[src/rtl/irq_pend_if.sv]
// Pend request handshake between an interrupt source block and the CLIC.
// master drives valid/index, slave returns ready.
interface irq_pend_if #(
  parameter int IdxWidth = 3
) ();
  logic                pend_valid;
  logic [IdxWidth-1:0] pend_index;
  logic                pend_ready;

  modport master (output pend_valid, output pend_index, input pend_ready);
  modport slave  (input pend_valid, input pend_index, output pend_ready);
endinterface

[src/rtl/irq_pend_gen.sv]
// Per-source interrupt event queue delivering one pend request at a time, round-robin.
// Optional IRQ_SYNC_EN: adds a 2-flop synchronizer in front of edge detection for async irq_in.
module irq_pend_gen #(
  parameter int NumSrc   = 8,
  parameter int IdxWidth = $clog2(NumSrc),
  parameter int CntWidth = 3
) (
  input  logic              clk,
  input  logic              reset,
  input  logic [NumSrc-1:0] irq_in,
  input  logic [NumSrc-1:0] src_enable,
  input  logic [NumSrc-1:0] ovf_clear,
  irq_pend_if.master        pend,
  output logic              pending_any,
  output logic [NumSrc-1:0] overflow
);

  typedef enum logic {IDLE, OFFER} state_e;

  localparam logic [CntWidth-1:0] CntMax = '1;

  state_e              state_q, state_d;
  logic                valid_q, valid_d;
  logic [IdxWidth-1:0] idx_q, idx_d;
  logic [IdxWidth-1:0] rr_q, rr_d;
  logic [CntWidth-1:0] cnt_q [NumSrc];
  logic [CntWidth-1:0] cnt_d [NumSrc];
  logic [NumSrc-1:0]   ovf_q, ovf_d;
  logic [NumSrc-1:0]   irq_prev_q, irq_prev_d;
  logic [NumSrc-1:0]   irq_s;
  logic [NumSrc-1:0]   ev;
  logic                hs;
  logic [IdxWidth:0]   pick;

  // Returns {overflow_set, next_count}; an edge into a full counter is lost and flagged.
  function automatic logic [CntWidth:0] sat_step(input logic [CntWidth-1:0] cnt,
                                                 input logic inc, input logic dec);
    logic [CntWidth:0] r;
    r = {1'b0, cnt};
    if (inc && !dec) begin
      if (cnt == CntMax) r = {1'b1, cnt};
      else               r = {1'b0, cnt + CntWidth'(1)};
    end else if (dec && !inc) begin
      r = {1'b0, cnt - CntWidth'(1)};
    end
    return r;
  endfunction

  // Returns {found, index}: first enabled non-empty source at or above start, wrapping.
  function automatic logic [IdxWidth:0] rr_pick(input logic [IdxWidth-1:0] start,
                                                input logic [NumSrc-1:0]   elig);
    logic [IdxWidth:0] r;
    int j;
    r = '0;
    for (int k = NumSrc - 1; k >= 0; k--) begin
      j = int'(start) + k;
      if (j >= NumSrc) j = j - NumSrc;
      if (elig[j]) r = {1'b1, IdxWidth'(j)};
    end
    return r;
  endfunction

`ifdef IRQ_SYNC_EN
  logic [NumSrc-1:0] sync1_q, sync2_q;

  always_ff @(posedge clk or posedge reset) begin
    if (reset) begin
      sync1_q <= '0;
      sync2_q <= '0;
    end else begin
      sync1_q <= irq_in;
      sync2_q <= sync1_q;
    end
  end

  assign irq_s = sync2_q;
`else
  assign irq_s = irq_in;
`endif

  logic [NumSrc-1:0] elig;

  always_comb begin
    irq_prev_d  = irq_s;
    ev          = irq_s & ~irq_prev_q & src_enable;
    hs          = valid_q & pend.pend_ready;
    pending_any = 1'b0;
    elig        = '0;
    for (int i = 0; i < NumSrc; i++) begin
      logic [CntWidth:0] step;
      step     = sat_step(cnt_q[i], ev[i], hs && (idx_q == IdxWidth'(i)));
      cnt_d[i] = step[CntWidth-1:0];
      // A new loss in the same cycle as a clear must stay visible.
      ovf_d[i] = step[CntWidth] | (ovf_q[i] & ~ovf_clear[i]);
      elig[i]  = (cnt_q[i] != '0) && src_enable[i];
      pending_any = pending_any | (cnt_q[i] != '0);
    end
  end

  assign pick = rr_pick(rr_q, elig);

  always_comb begin
    state_d = state_q;
    valid_d = valid_q;
    idx_d   = idx_q;
    rr_d    = rr_q;
    case (state_q)
      IDLE: begin
        if (pick[IdxWidth]) begin
          idx_d   = pick[IdxWidth-1:0];
          valid_d = 1'b1;
          state_d = OFFER;
        end
      end
      OFFER: begin
        // Offer stays frozen until accepted, even if the source is disabled meanwhile.
        if (pend.pend_ready) begin
          valid_d = 1'b0;
          rr_d    = (idx_q == IdxWidth'(NumSrc - 1)) ? '0 : idx_q + IdxWidth'(1);
          state_d = IDLE;
        end
      end
      default: state_d = IDLE;
    endcase
  end

  always_ff @(posedge clk or posedge reset) begin
    if (reset) begin
      state_q    <= IDLE;
      valid_q    <= 1'b0;
      idx_q      <= '0;
      rr_q       <= '0;
      ovf_q      <= '0;
      irq_prev_q <= '0;
      for (int i = 0; i < NumSrc; i++) cnt_q[i] <= '0;
    end else begin
      state_q    <= state_d;
      valid_q    <= valid_d;
      idx_q      <= idx_d;
      rr_q       <= rr_d;
      ovf_q      <= ovf_d;
      irq_prev_q <= irq_prev_d;
      for (int i = 0; i < NumSrc; i++) cnt_q[i] <= cnt_d[i];
    end
  end

  assign pend.pend_valid = valid_q;
  assign pend.pend_index = idx_q;
  assign overflow        = ovf_q;

endmodule

[src/flat_wrapper.sv]
// flat-port wrapper written by rule: the top's interface ports become plain ports
module irq_pend_gen_flat 
#(
  parameter int NumSrc   = 8,
  parameter int IdxWidth = $clog2(NumSrc),
  parameter int CntWidth = 3
)
  (clk, reset, irq_in, src_enable, ovf_clear, pending_any, overflow, pend_pend_valid, pend_pend_index, pend_pend_ready);
  irq_pend_if #(.IdxWidth(IdxWidth)) pend_i ();
  input  logic clk;
  input  logic reset;
  input  logic [NumSrc-1:0] irq_in;
  input  logic [NumSrc-1:0] src_enable;
  input  logic [NumSrc-1:0] ovf_clear;
  output logic pending_any;
  output logic [NumSrc-1:0] overflow;
  output wire logic [$bits(pend_i.pend_valid)-1:0] pend_pend_valid;
  output wire logic [$bits(pend_i.pend_index)-1:0] pend_pend_index;
  input wire logic [$bits(pend_i.pend_ready)-1:0] pend_pend_ready;
  assign pend_pend_valid = pend_i.pend_valid;
  assign pend_pend_index = pend_i.pend_index;
  assign pend_i.pend_ready = pend_pend_ready;
  irq_pend_gen #(.NumSrc(NumSrc), .IdxWidth(IdxWidth), .CntWidth(CntWidth)) u_core (.clk(clk), .reset(reset), .irq_in(irq_in), .src_enable(src_enable), .ovf_clear(ovf_clear), .pend(pend_i), .pending_any(pending_any), .overflow(overflow));
endmodule
[config.mk]
export PLATFORM = sky130hd
export DESIGN_NAME = irq_pend_gen_flat
export DESIGN_NICKNAME = d
export VERILOG_FILES = /design/src/rtl/irq_pend_if.sv /design/src/rtl/irq_pend_gen.sv /design/src/flat_wrapper.sv
export SDC_FILE = /design/constraint.sdc
export NUM_CORES = 1
export LEC_CHECK = 0
export ABC_AREA = 1
export CORE_MARGIN = 5
export CORE_UTILIZATION = 57
export DETAILED_ROUTE_END_ITERATION = 12
export MAX_ROUTING_LAYER = met4
export PLACE_DENSITY = 0.81
export SLEW_MARGIN = 10
export SYNTH_ARGS = -nofsm -noshare
export SYNTH_HDL_FRONTEND = slang
export SYNTH_SLANG_ARGS = --single-unit
[constraint.sdc]
create_clock -name clk -period 3.1 [get_ports clk]
set_clock_uncertainty 0.15 [all_clocks]
set_input_delay 0.62 -clock clk [delete_from_list [all_inputs] [get_ports clk]]
set_output_delay 0.62 -clock clk [all_outputs]
set_load 0.05 [all_outputs]
==> results.cfg <==
[placement]
port_buffers = 39
pre_cts_ws_ps = 465
hpwlAfterDp_um = 5870
gp_congestion = 0.898

[floorplanning]
dieArea_mm2 = 0.00762
fp.dieH_um = 87.3
num_rows = 28
die_w_um = 87.3
core-area_mm2 = 0.00585
num_io_pins = 40
start_util_pct = 58.2

[global_route]
grt_pass1_vias = 3008
grt_pass1_wl_um = 13200
antenna_found_initial = 0
grtUsageTotal_pct = 22.3
grt_overflow = 0
grt_max_degree = 27

[synthesis]
syn_avg_cell_area_um2 = 7.99
netlist_instances = 426
synth.net_count = 493
synth_flop_cell = dfrtp_1
synth-seq-cells = 48
ys_seq_area_share_pct = 35.3
synth.cell_area_mm2 = 0.00340
yosysWarnings = 0
synth_edf_count = 0
synth_common_cells = nand2_1, inv_1, nand3_1, dfrtp_1, ha_1
synth_cell_types = 31
synth_top_area_share_pct = 35.3
async_flop_share_pct = 100
synth.area.top_cells = dfrtp_1, ha_1, nand2_1, nand3_1, inv_1
synth.largest_area_cell = dfrtp_1
synth_most_common_cell = nand2_1

[cts]
clock_sinks = 48
htreeDepth = 2
path_clk_slew_ps = 90
cts_buffers = 5
root_buffer = clkbuf_8
hold_buffers = 0
cts_tree = done
cts.path.max_buffers = 2
clock_latency_ps = 310

[timing]
fmax_mhz = 383
fin_crit_ps = 2610
tightestPinTransition_ps = 601
fin_ws_ps = 487
rsz0062_at_grt = no
hold_viol_final = 0
finalSetupTns_ps = 0
setup_viol = 0
slew_viol_final = 0
slew_headroom_pct = 59.5
fin_crit_sh_pct = 84.3

[status]
run_status = complete, no violations

[power]
powerDensity_mw_per_mm2 = 1020
p_leak_nw = 1.99
ir_drop_mv = 0.716

[worst_setup_path]
cp.arrival_ps = 1840
crit_chain = inv_1 > ha_1 > nand2_1 > nor4_1 > nand2_1 > dlymetal6s2s_1
rr_startpoint = u_core.rr_q[1]
cp-start-kind = flop
r2r-end = u_core.pend.pend_index[0]
crit_slowest_cell = dfrtp_1
reg2regPathDepth = 14
crit_required_ps = 2330
cp_max_fo = 3
path_common_cell = nand2_1
slowest_delay_ps = 420
critical_path_class = flop to primary output
endpoint_kind = primary output
r2r_slack_ps = 660

[job]
maxCapViolations = 0

[routing]
via_count = 2986
antenna_left = 0
vias_per_cell = 5.44
routedWlPerCell_um = 13.5
dr.pass1.iters = 6
wl_um = 7410
first_iter_violations = 183
drc = 0

[cells_and_area]
nFillCells = 476
diodes = 0
syn_to_final_growth_pct = 18.3
multiInputGateArea_mm2 = 0.00188
nets = 540
final_layout_size_suffix_gt1_share_pct = 8.23
regArea_mm2 = 0.00120

[min_path]
hold_class = flop to flop
whs_path_depth = 1
min_to = u_core.cnt_q[18]
worstHoldStart = u_core.cnt_q[18]
-- critical path: cells and delay by family, from the launching register on --
kind,cells,cell delay (ps)
fa+ha+maj,1,140
flops,1,420
simple gates,3,550
buf+inv,2,410
-- cells in the final DEF, fill, tap and decap left out, drive strengths merged --
| cell | synthesis | layout |
|---|---|---|
| o31ai | 1 | 1 |
| o221ai | 3 | 3 |
| inv | 79 | 79 |
| ha | 40 | 40 |
| bufinv | 0 | 1 |
| clkinv | 0 | 1 |
| nor4 | 2 | 2 |
| a21oi | 9 | 9 |
| buf | 3 | 4 |
| o21ai | 27 | 27 |
| o22ai | 8 | 8 |
| clkbuf | 0 | 6 |
| nor3 | 6 | 6 |
| nor2 | 23 | 23 |
| clkdlybuf4s50 | 0 | 38 |
| nand4 | 1 | 1 |
| a32oi | 7 | 7 |
| a31oi | 1 | 1 |
| a211oi | 1 | 1 |
| dfrtp | 48 | 48 |
| nand2 | 86 | 86 |
| xnor2 | 1 | 1 |
| nand3 | 67 | 67 |
| and3 | 1 | 1 |
| dlymetal6s2s | 0 | 1 |
| xor2 | 12 | 12 |
-- area by class of cell --
class,count,area share (%)
Tap cell,75,2.33
Sequential cell,48,29.8
Timing Repair Buffer,43,10.8
Clock buffer,6,2.05
Multi-Input combinational cell,296,46.6
Inverter,79,7.42
Clock inverter,2,0.963
-- kinds of logic after synthesis --
logic type | after synthesis | synth area share [%]
AOI/OAI and AO/OA | 57 | 9.96
xor gates and xnor gates | 13 | 4.34
adders and majority gates | 40 | 14.7
buffers and inverters | 82 | 9.59
DFF | 48 | 35.3
and+or+nand+nor | 186 | 26.1
-- timing repair --
action	4_1_cts	5_1_grt
endpoints found under the setup margin	0	1
resized for setup	0	1
setup buffers	0	0
-- report_power, final --
part | switching, mW | total (mW) | internal [mW]
Sequential | 0.200 | 1.04 | 0.840
Combinational | 1.62 | 2.57 | 0.945
Clock | 0.226 | 0.490 | 0.264
-- layer usage --
| layer | vias to the layer above | track usage (%) | part of all wire, % |
|---|---|---|---|
| met1 | 1390 | 26.9 | 44 |
| met4 | 0 | 6.42 | 2.1 |
| met3 | 18 | 3.50 | 4.9 |
| li1 | 1491 | - | - |
| met2 | 87 | 38.4 | 49 |
| met5 | - | - | 0 |
-- flip-flops by register name, summed over array words and instances, names as in the netlist --
name / count
u_core.cnt_q: 24
u_core.irq_prev_q: 8
u_core.overflow: 8
u_core.pend.pend_index: 3
u_core.pend.pend_valid: 1
u_core.rr_q: 3
u_core.state_q: 1
-- stage by stage --
| step | cell area, um2 | hold WS, ps | power (mW) | utilization, % | instances |
|---|---|---|---|---|---|
| after CTS | 4030 | 355 | 4.10 | 68.8 | 549 |
| after floorplan | 3400 | 319 | 3.01 | - | 426 |
| after detailed placement | 3900 | 337 | 3.58 | 66.7 | 541 |
| after global placement | 3900 | 333 | 3.48 | 66.7 | 541 |
| final | 4030 | 349 | 4.10 | 68.8 | 549 |
| after global routing | 4030 | 364 | 4.53 | 68.8 | 549 |
-- worst max-delay path by stage --
stage                     slack (ps)  depth (start not counted)             from                         to
after global routing             380                          6  u_core.cnt_q[6]                pending_any
final                            490                          6  u_core.cnt_q[9]                pending_any
after detailed placement         470                          6  u_core.cnt_q[6]                pending_any
after global placement           460                          6  u_core.cnt_q[6]                pending_any
after floorplan                  890                         15   u_core.rr_q[1]  u_core.pend.pend_index[0]
after CTS                        110                          6  u_core.cnt_q[6]                pending_any
Power figures use the tool's default switching activity.
